`config.mk`:
```
export PLATFORM = sky130hd
export DESIGN_NAME = div_flat
export DESIGN_NICKNAME = d
export VERILOG_FILES = /design/src/rtl/div_if.sv /design/src/rtl/div.sv /design/src/flat_wrapper.sv
export SDC_FILE = /design/constraint.sdc
export NUM_CORES = 1
export LEC_CHECK = 0
export BUFFER_PORTS_ARGS = -buffer_cell sky130_fd_sc_hd__buf_2
export CORE_ASPECT_RATIO = 0.6
export CORE_UTILIZATION = 40
export DETAILED_ROUTE_END_ITERATION = 10
export GPL_TIMING_DRIVEN = 0
export SLEW_MARGIN = 10
export SYNTH_ARGS = -nofsm -noshare
export SYNTH_HDL_FRONTEND = slang
export SYNTH_SLANG_ARGS = --single-unit
```
`constraint.sdc`:
```
create_clock -name clk -period 8.93 [get_ports clk]
set_input_delay 1.786 -clock clk [delete_from_list [all_inputs] [get_ports clk]]
set_output_delay 1.786 -clock clk [all_outputs]
set_load 0.1 [all_outputs]
```
`src/rtl/div_if.sv`:
```
// Execute-stage to divider handshake: operands and request in, {remainder, quotient} and ready out.
interface div_if;
  logic        signed_div_i;
  logic [31:0] opdata1_i;
  logic [31:0] opdata2_i;
  logic        start_i;
  logic        annul_i;
  logic [63:0] result_o;
  logic        ready_o;

  modport master (
    output signed_div_i, opdata1_i, opdata2_i, start_i, annul_i,
    input  result_o, ready_o
  );

  modport slave (
    input  signed_div_i, opdata1_i, opdata2_i, start_i, annul_i,
    output result_o, ready_o
  );
endinterface

```
`src/rtl/div.sv`:
```
// Multi-cycle 32-bit signed/unsigned restoring divider for DIV/DIVU; result is {remainder, quotient}.
//
// state  | meaning
// FREE   | idle, waiting for start_i
// BYZERO | divisor was zero, result forced to 0
// ON     | one quotient bit per cycle, 32 iterations
// END    | result held until start_i drops
module div (
  input  logic  clk,
  input  logic  rst,
  div_if.slave  bus
);

  typedef enum logic [1:0] {FREE, BYZERO, ON, END} state_t;

  state_t      state, state_n;
  logic [4:0]  cnt, cnt_n;
  logic [31:0] d, d_n;
  logic [31:0] q, q_n;
  logic [31:0] r, r_n;
  logic        neg_q, neg_q_n;
  logic        neg_r, neg_r_n;
  logic [63:0] result, result_n;
  logic        ready, ready_n;

  logic [32:0] t;
  logic        ge;
  logic [31:0] r_step;
  logic [31:0] q_step;

  always_ff @(posedge clk) begin
    if (rst) begin
      state  <= FREE;
      cnt    <= '0;
      d      <= '0;
      q      <= '0;
      r      <= '0;
      neg_q  <= 1'b0;
      neg_r  <= 1'b0;
      result <= '0;
      ready  <= 1'b0;
    end else begin
      state  <= state_n;
      cnt    <= cnt_n;
      d      <= d_n;
      q      <= q_n;
      r      <= r_n;
      neg_q  <= neg_q_n;
      neg_r  <= neg_r_n;
      result <= result_n;
      ready  <= ready_n;
    end
  end

  // R < D keeps T < 2D, so a 32-bit subtract is exact whenever T >= D
  always_comb begin
    t      = {r, q[31]};
    ge     = (t >= {1'b0, d});
    r_step = ge ? (t[31:0] - d) : t[31:0];
    q_step = {q[30:0], ge};
  end

  always_comb begin
    state_n  = state;
    cnt_n    = cnt;
    d_n      = d;
    q_n      = q;
    r_n      = r;
    neg_q_n  = neg_q;
    neg_r_n  = neg_r;
    result_n = result;
    ready_n  = ready;

    case (state)
      FREE: begin
        if (bus.start_i && !bus.annul_i) begin
          neg_q_n = bus.signed_div_i & (bus.opdata1_i[31] ^ bus.opdata2_i[31]);
          neg_r_n = bus.signed_div_i & bus.opdata1_i[31];
          q_n     = (bus.signed_div_i && bus.opdata1_i[31]) ? -bus.opdata1_i : bus.opdata1_i;
          d_n     = (bus.signed_div_i && bus.opdata2_i[31]) ? -bus.opdata2_i : bus.opdata2_i;
          r_n     = '0;
          cnt_n   = '0;
          state_n = (bus.opdata2_i == 32'd0) ? BYZERO : ON;
        end
      end
      BYZERO: begin
        result_n = '0;
        ready_n  = 1'b1;
        state_n  = END;
      end
      ON: begin
        r_n   = r_step;
        q_n   = q_step;
        cnt_n = cnt + 5'd1;
        if (cnt == 5'd31) begin
          result_n = {neg_r ? -r_step : r_step, neg_q ? -q_step : q_step};
          ready_n  = 1'b1;
          state_n  = END;
        end
      end
      END: begin
        if (!bus.start_i) begin
          result_n = '0;
          ready_n  = 1'b0;
          state_n  = FREE;
        end
      end
      default: state_n = FREE;
    endcase

    // a flush wins over any iteration or completion on the same edge
    if (bus.annul_i && state != FREE) begin
      state_n  = FREE;
      cnt_n    = '0;
      r_n      = '0;
      result_n = '0;
      ready_n  = 1'b0;
    end
  end

  assign bus.result_o = result;
  assign bus.ready_o  = ready;

endmodule

```
`src/flat_wrapper.sv`:
```
// flat-port wrapper written by rule: the top's interface ports become plain ports
module div_flat 
  (clk, rst, bus_signed_div_i, bus_opdata1_i, bus_opdata2_i, bus_start_i, bus_annul_i, bus_result_o, bus_ready_o);
  div_if bus_i ();
  input  logic clk;
  input  logic rst;
  input wire logic [$bits(bus_i.signed_div_i)-1:0] bus_signed_div_i;
  input wire logic [$bits(bus_i.opdata1_i)-1:0] bus_opdata1_i;
  input wire logic [$bits(bus_i.opdata2_i)-1:0] bus_opdata2_i;
  input wire logic [$bits(bus_i.start_i)-1:0] bus_start_i;
  input wire logic [$bits(bus_i.annul_i)-1:0] bus_annul_i;
  output wire logic [$bits(bus_i.result_o)-1:0] bus_result_o;
  output wire logic [$bits(bus_i.ready_o)-1:0] bus_ready_o;
  assign bus_i.signed_div_i = bus_signed_div_i;
  assign bus_i.opdata1_i = bus_opdata1_i;
  assign bus_i.opdata2_i = bus_opdata2_i;
  assign bus_i.start_i = bus_start_i;
  assign bus_i.annul_i = bus_annul_i;
  assign bus_result_o = bus_i.result_o;
  assign bus_ready_o = bus_i.ready_o;
  div u_core (.clk(clk), .rst(rst), .bus(bus_i));
endmodule
```
==> impl_summary.txt <==
----------------------------------------------------
[Outcome]
  Result of the run ... finished clean

[Clock network]
  CTS Root Cell ... clkbuf_16
  Hold bufs inserted after CTS ... 0
  Clock slew seen by the registers of the worst setup and hold paths ... approximately 0.070 ns
  Level count of the clock H-tree ... 4
  Number of gates resized after cts ... 0
  Post-CTS setup-driven buffer insertion count ... 0
  Max clock buf depth ... 2
  Clock tree from TritonCTS ... done
  Clk_lat worst skew ... 0.45 ns
  Clock Sink Count ... 170
  TritonCTS buffer count ... 17

[Power]
  Clock power share ... between 20% and 30%
  Pwr dens ... 252 nW/um^2
  Cell-internal power ... about 1.9 mW
  Portion of total power attributed to sequential cells ... around 28%
  Net switching fraction of the power ... between 40 and 50%
  Worst-case vdd ir drop ... 0.152 mV
  Power after layout ... 3.35 mW
  Static Leak ... 5.25 nW
  Relative contribution of combinational cells to total power ... 45.8%
  Switching power summed over all nets ... 1.50 mW

[Finish]
  Number of inserted filler cells in the final layout ... roughly 2900
  Area growth syn-to-layout ... 15.6%
  Antenna diode instance count ... 0
  Final standard cell utilization of the core ... 47.6%
  Area taken by flip-flops and latches ... 3400 sq um
  Layout cell share with drive strength beyond 1 ... roughly 12%
  Nets@finish ... 1804
  Area taken by multi-input logic gates ... between 7000 and 8000 sq um

[Placement]
  Routability-driven placement congestion ratio ... 0.953
  Post-Place Setup Slack ... 2.57 ns
  Number of port buffers ... 132
  Final HPWL from detailed placement ... approximately 35 mm

[Die]
  Placeable core region ... around 28000 sq um
  Die extent in y ... 133 um
  Boundary Pins ... 134
  Horizontal die dimension ... 221 um
  Effective utilization at floorplan ... ~41%
  Row count ... 47
  Die Area ... 29500 sq um

[Critical path]
  Peak per-stage delay on the critical path ... around 0.62 ns
  WP data required ... 9.32 ns
  Critical path start-end classification ... flip-flop to flip-flop
  Arrival time of the worst setup path ... 7.04 ns
  CP Capture Type ... flip-flop
  CP max stage cell ... buf_1
  Crit Path Max Fanout ... 10
  Cell breakdown of the critical path ... ha_1, buf_2, a21oi_2, o21ai_1, a22o_1, o311ai_4, a31oi_4, inv_2, buf_6, buf_2, buf_1, clkbuf_1, o21ai_0, inv_1, ha_1, and3_1, nand3_1, o31a_1, nor3_1, a31oi_1, or4b_1, nand3_1
  Category of the worst setup path launch point ... flip-flop

[Global route]
  Global router's overall resource usage ... 29.3%
  Global-route wire length before repair ... 65.4 mm
  Maximum number of pins on one net before global-route repair ... 17
  Vias in the first global route ... 10600
  Residual overflow from global routing ... 0
  Initial antenna violation count ... 0

[STA]
  Unrepaired setup endpoints after global routing ... false
  Final Hold Viols ... 0
  Final period utilization ... about three quarters
  Total negative slack ... 0 ns
  Top achievable clock speed ... ~150 MHz
  Slew at the pin with the worst max-slew slack ... 0.988 ns
  Min Clock Period, post-route ... 6.65 ns
  Final Skew ... ~0.010 ns
  Setup Viol. Count Final ... 0
  Final number of max-transition violations ... 0
  Post-route worst hold slack ... 0.448 ns
  Slew HR ... 33.6%
  Min setup slack post-route ... about 2.3 ns

[Logic synthesis]
  Yosys top cell area share ... a little under 30%
  Yosys warning count ... 0
  Synth area leader ... dfxtp_1
  Async SR Flop Fraction ... 0%
  Top flip-flop cell by instance count after synthesis ... dfxtp_1
  Post-synth EDFFs ... 0
  Average instance area after synthesis ... between 7 and 8 sq um
  Most area-consuming cells after synthesis ... dfxtp_1 30%, nand2_1 6.7%, xnor2_1 5.9%
  Fraction of the yosys area taken by sequential cells ... 29.6%
  Flip-flop and latch count after synthesis ... 170
  Synthesized area ... around 12000 sq um
  Net count of the mapped netlist ... ~1700
  Number of library cell types mapped by synthesis ... 74
  Post-synthesis cell count ... 1542

[Route]
  Vias per cell ... 5.84
  Count of unresolved DRC violations after routing ... 0
  Antenna Nets Post-Route ... 0
  Drt first-iter violations ... 1249
  Total number of vias ... about 12000
  Average routed wire per standard cell ... 21.0 um
  Initial DRT Pass Iterations ... 7
  Routed WL ... 43.5 mm

[Job]
  Max-Cap Viols ... 0

[Worst hold path]
  Worst hold-check path type ... flip-flop to flip-flop

----------------------------------------------------
[state kept, by name, summed over array words and instances, names as in the netlist]
name                 flops
u_core.r                32
u_core.bus.ready_o       1
u_core.d                32
u_core.cnt               5
u_core.neg_q             1
u_core.state             2
u_core.q                32
u_core.bus.result_o     64
u_core.neg_r             1
[layout by cell type, fill, tap and decap left out, drive strengths merged, types with 14 or more instances in the layout]
cell / netlist / routed
o21ai: 128 / 128
nor2: 181 / 181
a211oi: 34 / 34
dfxtp: 170 / 170
xnor2: 78 / 78
inv: 57 / 57
clkbuf: 75 / 95
nand3: 14 / 14
buf: 24 / 156
nor4: 22 / 22
a21o: 15 / 15
nand4: 14 / 14
nor3: 28 / 28
xor2: 58 / 58
or3: 22 / 22
a21oi: 117 / 117
a22oi: 53 / 53
a31oi: 17 / 17
o31ai: 19 / 19
ha: 41 / 41
nand2: 206 / 206
[routing by layer]
metal  track usage (%)  vias to the layer above  routed length (um)
li1                  -                     5781                   -
met1              46.9                     5688               22200
met2              34.4                      595               15200
met3              11.1                       38                5580
met4              5.40                        4                 312
met5              5.97                        -                 246
[final timing paths]
check                                from                      end  slack [ns]  cells after the start
hold reg to reg   u_core.bus.result_o[59]  u_core.bus.result_o[59]        0.45                      2
setup / recovery              u_core.r[7]  u_core.bus.result_o[60]        2.28                     22
setup reg to reg              u_core.r[7]  u_core.bus.result_o[60]        2.28                     22
hold / removal    u_core.bus.result_o[59]  u_core.bus.result_o[59]        0.45                      2
[stage by stage]
stage	cells	instance area (sq um)
floorplan	1542	11500
global placement	2041	12600
detailed placement	2041	12600
CTS	2072	13300
global route	2072	13300
finish	2072	13300
[layout make-up]
class | count | share of cell area [%]
plain buffers | 99 | 3.28
clock buffers | 20 | 3.43
clock inverters | 11 | 1.64
inverters | 57 | 1.61
multi-input cells | 1216 | 56.0
flip-flops and latches | 170 | 25.6
well taps | 367 | 3.45
repair buffers | 132 | 4.97
[kinds of logic after synthesis]
group | synth area share (%)
AO/OA/AOI/OAI | 26.2
XOR/XNOR | 10.4
multiplexers | 1.50
flip-flops | 29.6
buffers and inverters | 5.66
AND/OR/NAND/NOR | 22.1
adder cells (fa/ha/maj) | 4.63
[worst max-delay path: cells and delay by family (launching register included)]
family | cells | cell delay (ns)
buf+inv | 7 | 2.07
simple gates | 5 | 1.42
fa+ha+maj | 2 | 0.48
flops | 1 | 0.48
compound gates | 8 | 2.13
[Yosys cell counts, types with 4 or more instances]
master	count
nand2_1	206
nor2_1	181
dfxtp_1	170
a21oi_1	112
o21ai_0	103
xnor2_1	78
clkbuf_1	75
xor2_1	58
inv_1	56
a22oi_1	53
ha_1	41
a211oi_1	34
nor3_1	28
o21ai_1	25
or3_1	22
nor4_1	20
o31ai_1	19
a31oi_1	16
buf_2	16
a21o_1	15
nand3_1	14
nand4_1	14
o211ai_1	12
or4_1	12
and2_1	11
mux2i_1	11
nor2b_1	10
o41ai_1	9
a311oi_1	8
nand2b_1	8
o21a_1	8
and3_1	6
buf_6	6
a21oi_2	5
a41oi_1	5
nand3b_1	5
or2_2	5
a211o_1	4
a221oi_1	4
o211a_1	4
o31a_1	4
[power groups by stage]
stage	combinational, mW	sequential [mW]	clock, mW
2_1_floorplan	1.01	0.941	0
3_3_place_gp	1.47	0.946	0
5_1_grt	1.66	0.949	0.903
6_report	1.53	0.946	0.871
3_5_place_dp	1.48	0.950	0
4_1_cts	1.48	0.933	0.873
Power figures use the tool's default switching activity.
